--- src/rtl/uart_tx_ctrl_if.sv ---
// Handshake bundle between a byte producer and the UART transmit controller.
// The producer drives data/valid; the controller answers with ready.
interface uart_tx_ctrl_if #(
    parameter int DATA_BITS = 8
) ();
    logic [DATA_BITS-1:0] tx_data;
    logic                 tx_valid;
    logic                 tx_ready;

    modport master (
        output tx_data,
        output tx_valid,
        input  tx_ready
    );

    modport slave (
        input  tx_data,
        input  tx_valid,
        output tx_ready
    );
endinterface

--- src/rtl/uart_tx_ctrl.sv ---
// UART transmit controller: accepts one word over a valid/ready handshake
// and serialises it as start, LSB-first data, optional parity and 1 or 2
// stop bits, advancing one bit per baud_tick. All outputs are registered.
module uart_tx_ctrl #(
    parameter int DATA_BITS  = 8,   // 5..8
    parameter int PARITY_EN  = 0,
    parameter int PARITY_ODD = 0,
    parameter int STOP_BITS  = 1    // 1 or 2
) (
    input  logic           clk,
    input  logic           rst_n,
    input  logic           baud_tick,
    uart_tx_ctrl_if.slave  bus,
    output logic           tx_serial,
    output logic           busy,
    output logic           tx_done
);
    localparam int IDX_W = $clog2(DATA_BITS);
    localparam logic [IDX_W-1:0] LAST_IDX  = IDX_W'(DATA_BITS - 1);
    localparam logic             LAST_STOP = 1'(STOP_BITS - 1);

    typedef enum logic [2:0] {
        S_IDLE   = 3'd0,
        S_ARMED  = 3'd1,
        S_START  = 3'd2,
        S_DATA   = 3'd3,
        S_PARITY = 3'd4,
        S_STOP   = 3'd5
    } state_t;

    state_t               r_state;
    logic [DATA_BITS-1:0] r_shift;
    logic [IDX_W-1:0]     r_bit_idx;
    logic                 r_stop_cnt;
    logic                 r_parity;
    logic                 r_tx_serial;
    logic                 r_tx_ready;
    logic                 r_busy;
    logic                 r_tx_done;
    logic                 w_accept;

    // Parity of the payload, inverted for odd parity.
    function automatic logic parity_of(input logic [DATA_BITS-1:0] d);
        return (PARITY_ODD != 0) ? ~(^d) : (^d);
    endfunction

    // Ready is registered, so accept only depends on the registered ready.
    assign w_accept     = bus.tx_valid & r_tx_ready;
    assign bus.tx_ready = r_tx_ready;
    assign tx_serial    = r_tx_serial;
    assign busy         = r_busy;
    assign tx_done      = r_tx_done;

    // Frame sequencer: state, shift register, counters and all registered outputs.
    always_ff @(posedge clk or negedge rst_n) begin
        if (!rst_n) begin
            r_state     <= S_IDLE;
            r_shift     <= '0;
            r_bit_idx   <= '0;
            r_stop_cnt  <= 1'b0;
            r_parity    <= 1'b0;
            r_tx_serial <= 1'b1;
            r_tx_ready  <= 1'b1;
            r_busy      <= 1'b0;
            r_tx_done   <= 1'b0;
        end else begin
            r_tx_done <= 1'b0;
            case (r_state)
                S_IDLE: begin
                    r_tx_serial <= 1'b1;
                    if (w_accept) begin
                        // A tick coinciding with accept is deliberately ignored:
                        // ARMED waits for the next one so the start bit is full length.
                        r_shift    <= bus.tx_data;
                        r_parity   <= parity_of(bus.tx_data);
                        r_bit_idx  <= '0;
                        r_stop_cnt <= 1'b0;
                        r_tx_ready <= 1'b0;
                        r_busy     <= 1'b1;
                        r_state    <= S_ARMED;
                    end else begin
                        r_tx_ready <= 1'b1;
                        r_busy     <= 1'b0;
                    end
                end
                S_ARMED: begin
                    if (baud_tick) begin
                        r_tx_serial <= 1'b0;
                        r_state     <= S_START;
                    end
                end
                S_START: begin
                    if (baud_tick) begin
                        r_tx_serial <= r_shift[0];
                        r_bit_idx   <= '0;
                        r_state     <= S_DATA;
                    end
                end
                S_DATA: begin
                    if (baud_tick) begin
                        if (r_bit_idx == LAST_IDX) begin
                            if (PARITY_EN != 0) begin
                                r_tx_serial <= r_parity;
                                r_state     <= S_PARITY;
                            end else begin
                                r_tx_serial <= 1'b1;
                                r_stop_cnt  <= 1'b0;
                                r_state     <= S_STOP;
                            end
                        end else begin
                            // Next line level is the bit that becomes the new LSB.
                            r_tx_serial <= r_shift[1];
                            r_shift     <= {1'b0, r_shift[DATA_BITS-1:1]};
                            r_bit_idx   <= r_bit_idx + IDX_W'(1);
                        end
                    end
                end
                S_PARITY: begin
                    if (baud_tick) begin
                        r_tx_serial <= 1'b1;
                        r_stop_cnt  <= 1'b0;
                        r_state     <= S_STOP;
                    end
                end
                S_STOP: begin
                    if (baud_tick) begin
                        if (r_stop_cnt == LAST_STOP) begin
                            // Ready rises together with done so a waiting
                            // requester can start the next frame immediately.
                            r_tx_serial <= 1'b1;
                            r_tx_done   <= 1'b1;
                            r_tx_ready  <= 1'b1;
                            r_busy      <= 1'b0;
                            r_stop_cnt  <= 1'b0;
                            r_state     <= S_IDLE;
                        end else begin
                            r_stop_cnt <= r_stop_cnt + 1'b1;
                        end
                    end
                end
                default: begin
                    r_tx_serial <= 1'b1;
                    r_tx_ready  <= 1'b1;
                    r_busy      <= 1'b0;
                    r_state     <= S_IDLE;
                end
            endcase
        end
    end
endmodule

--- src/flat_wrapper.sv ---
// flat-port wrapper written by rule: the top's interface ports become plain ports
module uart_tx_ctrl_flat 
#(
    parameter int DATA_BITS  = 8,          
    parameter int PARITY_EN  = 0,
    parameter int PARITY_ODD = 0,
    parameter int STOP_BITS  = 1             
)
  (clk, rst_n, baud_tick, tx_serial, busy, tx_done, bus_tx_data, bus_tx_valid, bus_tx_ready);
  uart_tx_ctrl_if #(.DATA_BITS(DATA_BITS)) bus_i ();
  input  logic clk;
  input  logic rst_n;
  input  logic baud_tick;
  output logic tx_serial;
  output logic busy;
  output logic tx_done;
  input wire logic [$bits(bus_i.tx_data)-1:0] bus_tx_data;
  input wire logic [$bits(bus_i.tx_valid)-1:0] bus_tx_valid;
  output wire logic [$bits(bus_i.tx_ready)-1:0] bus_tx_ready;
  assign bus_i.tx_data = bus_tx_data;
  assign bus_i.tx_valid = bus_tx_valid;
  assign bus_tx_ready = bus_i.tx_ready;
  uart_tx_ctrl #(.DATA_BITS(DATA_BITS), .PARITY_EN(PARITY_EN), .PARITY_ODD(PARITY_ODD), .STOP_BITS(STOP_BITS)) u_core (.clk(clk), .rst_n(rst_n), .baud_tick(baud_tick), .bus(bus_i), .tx_serial(tx_serial), .busy(busy), .tx_done(tx_done));
endmodule
--- config.mk ---
export PLATFORM = sky130hd
export DESIGN_NAME = uart_tx_ctrl_flat
export DESIGN_NICKNAME = d
export VERILOG_FILES = /design/src/rtl/uart_tx_ctrl_if.sv /design/src/rtl/uart_tx_ctrl.sv /design/src/flat_wrapper.sv
export SDC_FILE = /design/constraint.sdc
export NUM_CORES = 1
export LEC_CHECK = 0
export ABC_CLOCK_PERIOD_IN_PS = 4390
export CORE_MARGIN = 1.5
export CORE_UTILIZATION = 33
export CTS_CLUSTER_DIAMETER = 150
export CTS_CLUSTER_SIZE = 40
export DETAILED_ROUTE_END_ITERATION = 16
export SYNTH_ARGS = -nofsm -noshare
export SYNTH_HDL_FRONTEND = slang
export SYNTH_SLANG_ARGS = --single-unit
export TNS_END_PERCENT = 50
--- constraint.sdc ---
create_clock -name clk -period 4.39 [get_ports clk]
set_input_delay 0.439 -clock clk [delete_from_list [all_inputs] [get_ports clk]]
set_output_delay 0.439 -clock clk [all_outputs]
set_load 0.005 [all_outputs]
==> flow_summary.json, run 1 <==
{
  "async_reset_ff_share_pct": 100,
  "n_antenna_cell": 0,
  "slew_violations": 0,
  "power_report.internal_total_uw": 452,
  "synth_edf_count": 0,
  "cts_root_buffer": "clkbuf_4",
  "skew_ns": 0.00635,
  "reg2reg_from": "u_core.r_bit_idx[0]",
  "core-area_um2": 3050,
  "num_rows": 20,
  "initial_core_util_pct": 34.6,
  "die_h_um": 59.6,
  "die_w_um": 59.6,
  "setup-tns-final_ns": 0,
  "yosysSeqAreaShare_pct": 42.8,
  "worstHoldPathType": "flop to flop",
  "grt_pass1_wl_um": 3450,
  "rsz0062_at_grt": "no",
  "min_from": "u_core.r_bit_idx[1]",
  "rr_endpoint": "u_core.r_shift[1]",
  "portBuffers": 15,
  "hold_buffers": 0,
  "cellLeakagePower_nw": 0.578,
  "place_area_um2": 1230,
  "endpoint_kind": "flop",
  "synth_area_per_cell_um2": 10.1,
  "grt_overflow_total": 0,
  "p_sw_uw": 288,
  "htreeDepth": 1,
  "fmax_mhz": 517,
  "synth_largest_area_cell": "dfrtp_1",
  "drtPass1Iterations": 4,
  "synth_area_um2": 1060,
  "drt_iter0_drc": 14,
  "ys.flop_type": "dfrtp_1",
  "worstSetupStartpointType": "input pin",
  "path_clk_slew_ns": 0.11,
  "yosys_warnings": 0,
  "hold_depth": 2,
  "min_period_over_period_pct": 44.0,
  "cts_sinks": 18,
  "worstSkewPairLatency_ns": 0.29,
  "finalHoldViolCount": 0,
  "worst_pin_slew_ns": 0.806,
  "period_needed_ns": 1.93,
  "switching_share_pct": 39.0,
  "die-area_um2": 3550,
  "post_cts_buffers": 0,
  "p_clk_share_pct": 11.3,
  "combPwrFrac_pct": 47.1,
  "synth.top_cell.area_share_pct": 37.9,
  "antenna_found_initial": 0,
  "cts_tree": "built",
  "hpwl_um": 1390,
  "worst-setup-path-type": "input pin to flop",
  "crit_fanout": 19,
  "ir_drop_mv": 0.184,
  "grt_pass1_vias": 747,
  "drc": 0,
  "ys_ff_latch": 18,
  "design_area_um2": 1250,
  "grt_usage_pct": 13.1,
  "synth_nets": 119,
  "final_layout_size_suffix_gt1_share_pct": 6.84,
  "cts_inserted_buffers": 3,
  "final_cell_count_no_fill": 161,
  "r2r_slack_ns": 2.49,
  "synth_cells": 105,
  "clk_path_buf_depth": 2,
  "vias": 817,
  "ys_top_cells_by_area": "dfrtp_1 38%, mux2i_1 8.5%, a22oi_1 5.0%",
  "nNetsFinal": 133,
  "cellPowerDensity_nw_per_um2": 593,
  "netlist_top_cells_count": "16 x dfrtp_1, 10 x inv_1, 9 x mux2i_1",
  "status": "completed",
  "ant_nets": 0,
  "cts-resized-gates": 0,
  "io_pins": 16,
  "yosysMostFrequentCell": "dfrtp_1",
  "arrival_ns": 2.14,
  "grt_max_degree": 20,
  "r2r_cells": 5,
  "area_delta_synth_final_pct": 18.1,
  "gp_congestion": 0.694,
  "wirelength_um": 2050,
  "ys_types": 38,
  "max-slew-margin-rel_pct": 46.1,
  "wire_per_inst_um": 12.7,
  "whs_ns": 0.530,
  "p_total_uw": 740,
  "setup_viol": 0,
  "vias_per_cell": 5.07,
  "pwr-share-seq_pct": 41.6,
  "min_delay_worst_endpoint": "u_core.r_bit_idx[1]",
  "place_inst": 158,
  "crit_required_ns": 4.60,
  "cap_violations": 0
}
==> power groups by stage <==
stage / Sequential, mW / Combinational, mW / Clock (mW)
after detailed placement: 0.310 / 0.354 / 0
after CTS: 0.307 / 0.356 / 0.0863
after global routing: 0.320 / 0.390 / 0.0948
final: 0.308 / 0.348 / 0.0836
after global placement: 0.309 / 0.345 / 0
after floorplan: 0.280 / 0.299 / 0
==> through the flow <==
stage	setup slack [ns]	utilization (%)
2_1_floorplan	2.81	-
3_3_place_gp	2.22	40.2
3_5_place_dp	2.13	40.2
4_1_cts	2.44	40.9
5_1_grt	2.34	40.9
6_report	2.46	40.9
==> metal layers <==
metal / global-route usage (%) / part of all wire [%] / vias up
li1: - / - / 404
met1: 16.9 / 48 / 384
met2: 20.6 / 45 / 25
met3: 3.28 / 4.9 / 4
met4: 5.71 / 1.9 / 0
met5: 0 / 0 / -
==> registers in the layout (all words and copies together) (netlist names) <==
| name | cells |
|---|---|
| u_core.r_bit_idx | 3 |
| u_core.tx_serial | 1 |
| u_core.busy | 1 |
| u_core.bus.tx_ready | 1 |
| u_core.tx_done | 1 |
| u_core.r_shift | 8 |
| u_core.r_state | 3 |
==> worst max-delay path by stage <==
stage                   startpoint                end  cells after the start
2_1_floorplan  u_core.r_bit_idx[0]  u_core.r_shift[1]                      5
3_3_place_gp             baud_tick  u_core.r_shift[0]                      4
3_5_place_dp             baud_tick  u_core.r_shift[3]                      4
4_1_cts                  baud_tick  u_core.r_shift[3]                      4
5_1_grt        u_core.r_bit_idx[0]  u_core.r_shift[1]                      5
6_report                 baud_tick  u_core.r_shift[3]                      4
==> worst max-delay path, cell delays in order <==
cell	delay, ns
clkdlybuf4s50_1	0.86
and3b_1	0.25
a211o_1	0.37
a22oi_1	0.22
==> final cells by class <==
class	instances	area, um2
Multi-Input combinational cell	71	531
Clock buffer	3	22.5
Inverter	10	37.5
Timing Repair Buffer	15	150
Sequential cell	18	453
Tap cell	44	55.1
Fill cell	326	1800
==> placed cells by master, fill, tap and decap left out, drive strengths merged, types with 3 or more instances in the layout <==
cell type / n
dfrtp: 16
clkdlybuf4s50: 15
inv: 10
mux2i: 9
a22oi: 7
nand2: 6
or2b: 4
nand2b: 4
nand3b: 3
a21oi: 3
nor2: 3
o211ai: 3
clkbuf: 3
nor2b: 3
o21ai: 3
==> kinds of logic after synthesis <==
kind of cell,after synthesis,share of synthesized area (%)
DFF,18,42.8
buffers and inverters,16,6.98
muxes,10,9.59
AOI/OAI and AO/OA,24,17.4
and+or+nand+nor,35,20.8
adders and majority gates,2,2.37
(Power assumes the default switching activity.)
==> run 2: changes to the inputs <==
ABC_CLOCK_PERIOD_IN_PS = 1600   (was 4390)
clock period = 1.6 ns   (was 4.39 ns; I/O delays follow)
==> flow_summary.json, run 2 (synthesis results as in run 1) <==
{
  "worst-setup-path-type": "flop to flop",
  "htreeDepth": 1,
  "r2r_cells": 5,
  "io_pins": 16,
  "skew_ns": 0.00471,
  "worstSetupStartpointType": "flop",
  "grt_pass1_wl_um": 4110,
  "wirelength_um": 2290,
  "num_rows": 20,
  "fmax_mhz": 612,
  "cts_sinks": 18,
  "grt_usage_pct": 15.4,
  "grt_overflow_total": 0,
  "cellLeakagePower_nw": 0.641,
  "reg2reg_from": "u_core.r_bit_idx[1]",
  "fin_ws_ns": -0.0340,
  "largest_register_ffs": 8,
  "gp_congestion": 0.717,
  "vias_per_cell": 5.05,
  "final_cell_mix": "15 x dfrtp_1, 14 x clkdlybuf4s50_1, 10 x inv_1, 9 x mux2i_1, 9 x buf_4",
  "layout_commonest_cell": "dfrtp_1",
  "setup-tns-final_ns": -0.0340,
  "drt_iter0_drc": 16,
  "die_w_um": 59.6,
  "multi_input_area_um2": 588,
  "crit_fanout": 7,
  "grt_max_degree": 20,
  "antenna_found_initial": 0,
  "core-area_um2": 3050,
  "nNetsFinal": 143,
  "wire_per_inst_um": 13.3,
  "final_layout_size_suffix_gt1_share_pct": 22.7,
  "ir_drop_mv": 0.756,
  "endpoint_kind": "flop",
  "dp_slack_ns": -0.0816,
  "r2r_slack_ns": -0.03,
  "min_period_over_period_pct": 102,
  "drc": 0,
  "setup_viol": 1,
  "n_antenna_cell": 0,
  "rsz0062_at_grt": "yes",
  "p_total_mw": 2.43,
  "post-route-util_pct": 45.9,
  "top_regs": "u_core.r_shift x8, u_core.r_bit_idx x3, u_core.r_state x3",
  "worst_pin_slew_ns": 0.501,
  "ant_nets": 0,
  "violations": "negative setup slack",
  "vias": 868,
  "clk_path_buf_depth": 2,
  "hold_buffers": 0,
  "cellPowerDensity_nw_per_um2": 1740,
  "worstSkewPairLatency_ns": 0.30,
  "die-area_um2": 3550,
  "cap_violations": 0,
  "grt_pass1_vias": 921,
  "top_register": "u_core.r_shift",
  "cts_inserted_buffers": 3,
  "ff_latch_area_um2": 454,
  "hpwl_um": 1600,
  "cts_tree": "built",
  "fill_cells": 310,
  "initial_core_util_pct": 34.6,
  "worstHoldPathType": "input pin to async pin",
  "cts_root_buffer": "clkbuf_4",
  "status": "finished, violations left",
  "crit_required_ns": 1.82,
  "period_needed_ns": 1.63,
  "path_clk_slew_ns": 0.10,
  "portBuffers": 15,
  "area_delta_synth_final_pct": 32.5,
  "finalHoldViolCount": 0,
  "drtPass1Iterations": 4,
  "arrival_ns": 1.86,
  "rr_endpoint": "u_core.r_shift[6]",
  "die_h_um": 59.6,
  "max-slew-margin-rel_pct": 66.6,
  "slew_violations": 0
}
[run 2: worst max path at each step]
stage	from	to	slack, ns
after floorplan	u_core.r_bit_idx[0]	u_core.r_shift[1]	0.02
after global placement	u_core.r_bit_idx[0]	u_core.r_shift[6]	-0.02
after detailed placement	u_core.r_bit_idx[0]	u_core.r_shift[5]	-0.08
after CTS	u_core.r_bit_idx[1]	u_core.r_shift[5]	-0.02
after global routing	u_core.r_bit_idx[1]	u_core.r_shift[6]	-0.1
final	u_core.r_bit_idx[1]	u_core.r_shift[6]	-0.03
[run 2: what timing repair did]
item | CTS | global route
resized for setup | 9 | 4
pin swaps | 8 | 3
endpoints found under the setup margin | 7 | 12
cloned | 0 | 0
buffers inserted | 1 | 0
[run 2: final cells by class]
class	count	area share [%]
clock buffer	4	1.88
tap	44	3.93
timing repair buffer	25	17.1
multi-input combinational	71	42.0
inverter	10	2.68
sequential	18	32.4
[run 2: worst max-delay path: stages (launching register included)]
cell and delay, ns:
dfrtp_1 0.40, ha_2 0.20, ha_4 0.15, nand3b_1 0.19, a211o_4 0.41, a22oi_2 0.20
[run 2: metal layers]
layer | GRT usage [%] | wire [um]
met1 | 18.7 | 998
met2 | 26.7 | 1160
met3 | 5.02 | 116
met4 | 2.86 | 16
met5 | 0 | 0
[run 2: metrics by stage]
step / hold slack [ns] / instances / instance area (um2)
global route: 0.193 / 172 / 1400
global placement: 0.515 / 167 / 1310
detailed placement: 0.514 / 167 / 1310
floorplan: -0.136 / 105 / 1060
finish: 0.190 / 172 / 1400
CTS: 0.193 / 172 / 1380
[run 2: power breakdown]
| group | switching (mW) | leakage, nW | total [mW] | internal (mW) |
|---|---|---|---|---|
| sequential | 0.188 | 0.208 | 0.848 | 0.660 |
| combinational | 0.599 | 0.418 | 1.34 | 0.745 |
| clock | 0.143 | 0.0150 | 0.240 | 0.0972 |
| total | 0.930 | 0.641 | 2.43 | 1.50 |
==> run 3: changes to the inputs <==
CORE_UTILIZATION = 30   (was 33)
==> flow_summary.json, run 3 (synthesis results as in run 1) <==
{
  "vias_per_cell": 4.93,
  "r2r_cells": 5,
  "slowest_stage": "a211o_4",
  "core-area_um2": 3360,
  "wirelength_um": 2340,
  "worstHoldPathType": "input pin to async pin",
  "hold_buffers": 0,
  "grt_pass1_vias": 953,
  "r2r_slack_ns": -0.01,
  "crit_chain": "ha_2 -> ha_4 -> nand3b_1 -> a211o_4 -> a22oi_2",
  "grt_usage_pct": 13.8,
  "drt_iter0_drc": 42,
  "max_stage_delay_ns": 0.41,
  "ant_nets": 0,
  "portBuffers": 15,
  "die_w_um": 62.4,
  "cts_root_buffer": "clkbuf_4",
  "worstSkewPairLatency_ns": 0.29,
  "startpoint": "u_core.r_bit_idx[1]",
  "num_rows": 21,
  "gp_congestion": 0.812,
  "cellLeakagePower_nw": 0.675,
  "dp_slack_ns": -0.0585,
  "io_pins": 16,
  "period_needed_ns": 1.61,
  "vias": 887,
  "grt_overflow_total": 0,
  "hpwl_um": 1700,
  "ir_drop_mv": 0.849,
  "final_cell_mix": "14 x clkdlybuf4s50_1, 14 x buf_4, 14 x dfrtp_1, 10 x inv_1, 9 x mux2i_1",
  "wire_per_inst_um": 13.0,
  "die_h_um": 62.4,
  "top_regs": "u_core.r_shift x8, u_core.r_bit_idx x3, u_core.r_state x3",
  "drtPass1Iterations": 4,
  "path_clk_slew_ns": 0.10,
  "min_period_over_period_pct": 101,
  "n_antenna_cell": 0,
  "antenna_found_initial": 0,
  "final_layout_size_suffix_gt1_share_pct": 28.4,
  "rsz0062_at_grt": "yes",
  "cts_inserted_buffers": 3,
  "endpoint_kind": "flop",
  "crit_fanout": 7,
  "htreeDepth": 1,
  "cellPowerDensity_nw_per_um2": 1750,
  "arrival_ns": 1.83,
  "worst_pin_slew_ns": 0.372,
  "fin_ws_ns": -0.0131,
  "whs_ns": 0.189,
  "max-slew-margin-rel_pct": 75.2,
  "p_total_mw": 2.57,
  "clk_path_buf_depth": 2,
  "nNetsFinal": 149,
  "worst-setup-path-type": "flop to flop",
  "drc": 0,
  "largest_register_ffs": 8,
  "crit_required_ns": 1.82,
  "grt_max_degree": 19,
  "crit_path_end": "u_core.r_shift[0]",
  "cts_tree": "built",
  "finalHoldViolCount": 0,
  "post-route-util_pct": 43.7,
  "initial_core_util_pct": 31.4,
  "top_register": "u_core.r_shift",
  "fmax_mhz": 620,
  "worstSetupStartpointType": "flop",
  "cts_sinks": 18,
  "reg2reg_from": "u_core.r_bit_idx[1]",
  "skew_ns": 0.00157,
  "setup_viol": 5,
  "slew_violations": 0,
  "path_depth": 5,
  "die-area_um2": 3890,
  "status": "finished, violations left",
  "area_delta_synth_final_pct": 38.9,
  "grt_pass1_wl_um": 4310,
  "rr_endpoint": "u_core.r_shift[0]",
  "cap_violations": 0,
  "critPathTopFamily": "compound AO/OA/AOI/OAI gates",
  "violations": "negative setup slack",
  "path_buf_inv": 0
}
run 3: worst min-delay path by stage:
stage	slack [ns]	depth (start not counted)	to
after CTS	0.18	2	u_core.r_shift[3]
after global routing	0.19	2	u_core.r_bit_idx[2]
after global placement	0.51	2	u_core.tx_done
final	0.19	2	u_core.tx_done
after floorplan	-0.14	0	u_core.busy
after detailed placement	0.52	2	u_core.tx_done
run 3: cell type report:
type | instances | area, um2
Clock buffer | 4 | 36.3
Fill cell | 352 | 1890
Inverter | 10 | 37.5
Multi-Input combinational cell | 71 | 593
Sequential cell | 18 | 455
Tap cell | 46 | 57.6
Timing Repair Buffer | 31 | 289
run 3: layer usage:
metal / wire length, um / up-vias / GRT usage [%]
li1: - / 438 / -
met1: 1080 / 431 / 17.6
met2: 1150 / 16 / 23.8
met3: 93 / 2 / 3.62
met4: 13 / 0 / 2.50
met5: 0 / - / 0
run 3: through the flow:
stage,cell area [um2],cells,TNS (ns)
3_3_place_gp,1350,175,0
4_1_cts,1450,180,-0.0207
2_1_floorplan,1060,105,0
6_report,1470,180,-0.0420
3_5_place_dp,1350,175,-0.253
5_1_grt,1470,180,-0.626
run 3: power breakdown:
group	total, mW	switching (mW)	internal [mW]
clock network	0.279	0.140	0.139
registers	0.847	0.184	0.663
logic	1.44	0.642	0.800
run 3: repair_timing:
item | 4_1_cts | 5_1_grt
hold endpoints to repair | 0 | 0
buffers inserted | 1 | 0
endpoints found under the setup margin | 8 | 12
pin swaps | 8 | 2
resized for setup | 10 | 6
run 3: worst register-to-register path: cells and delay by family (launching register included):
| family | cells | cell delay (ns) |
|---|---|---|
| AND/OR/NAND/NOR | 1 | 0.19 |
| AO/OA/AOI/OAI | 2 | 0.58 |
| flip-flops | 1 | 0.40 |
| adder cells (fa/ha/maj) | 2 | 0.36 |
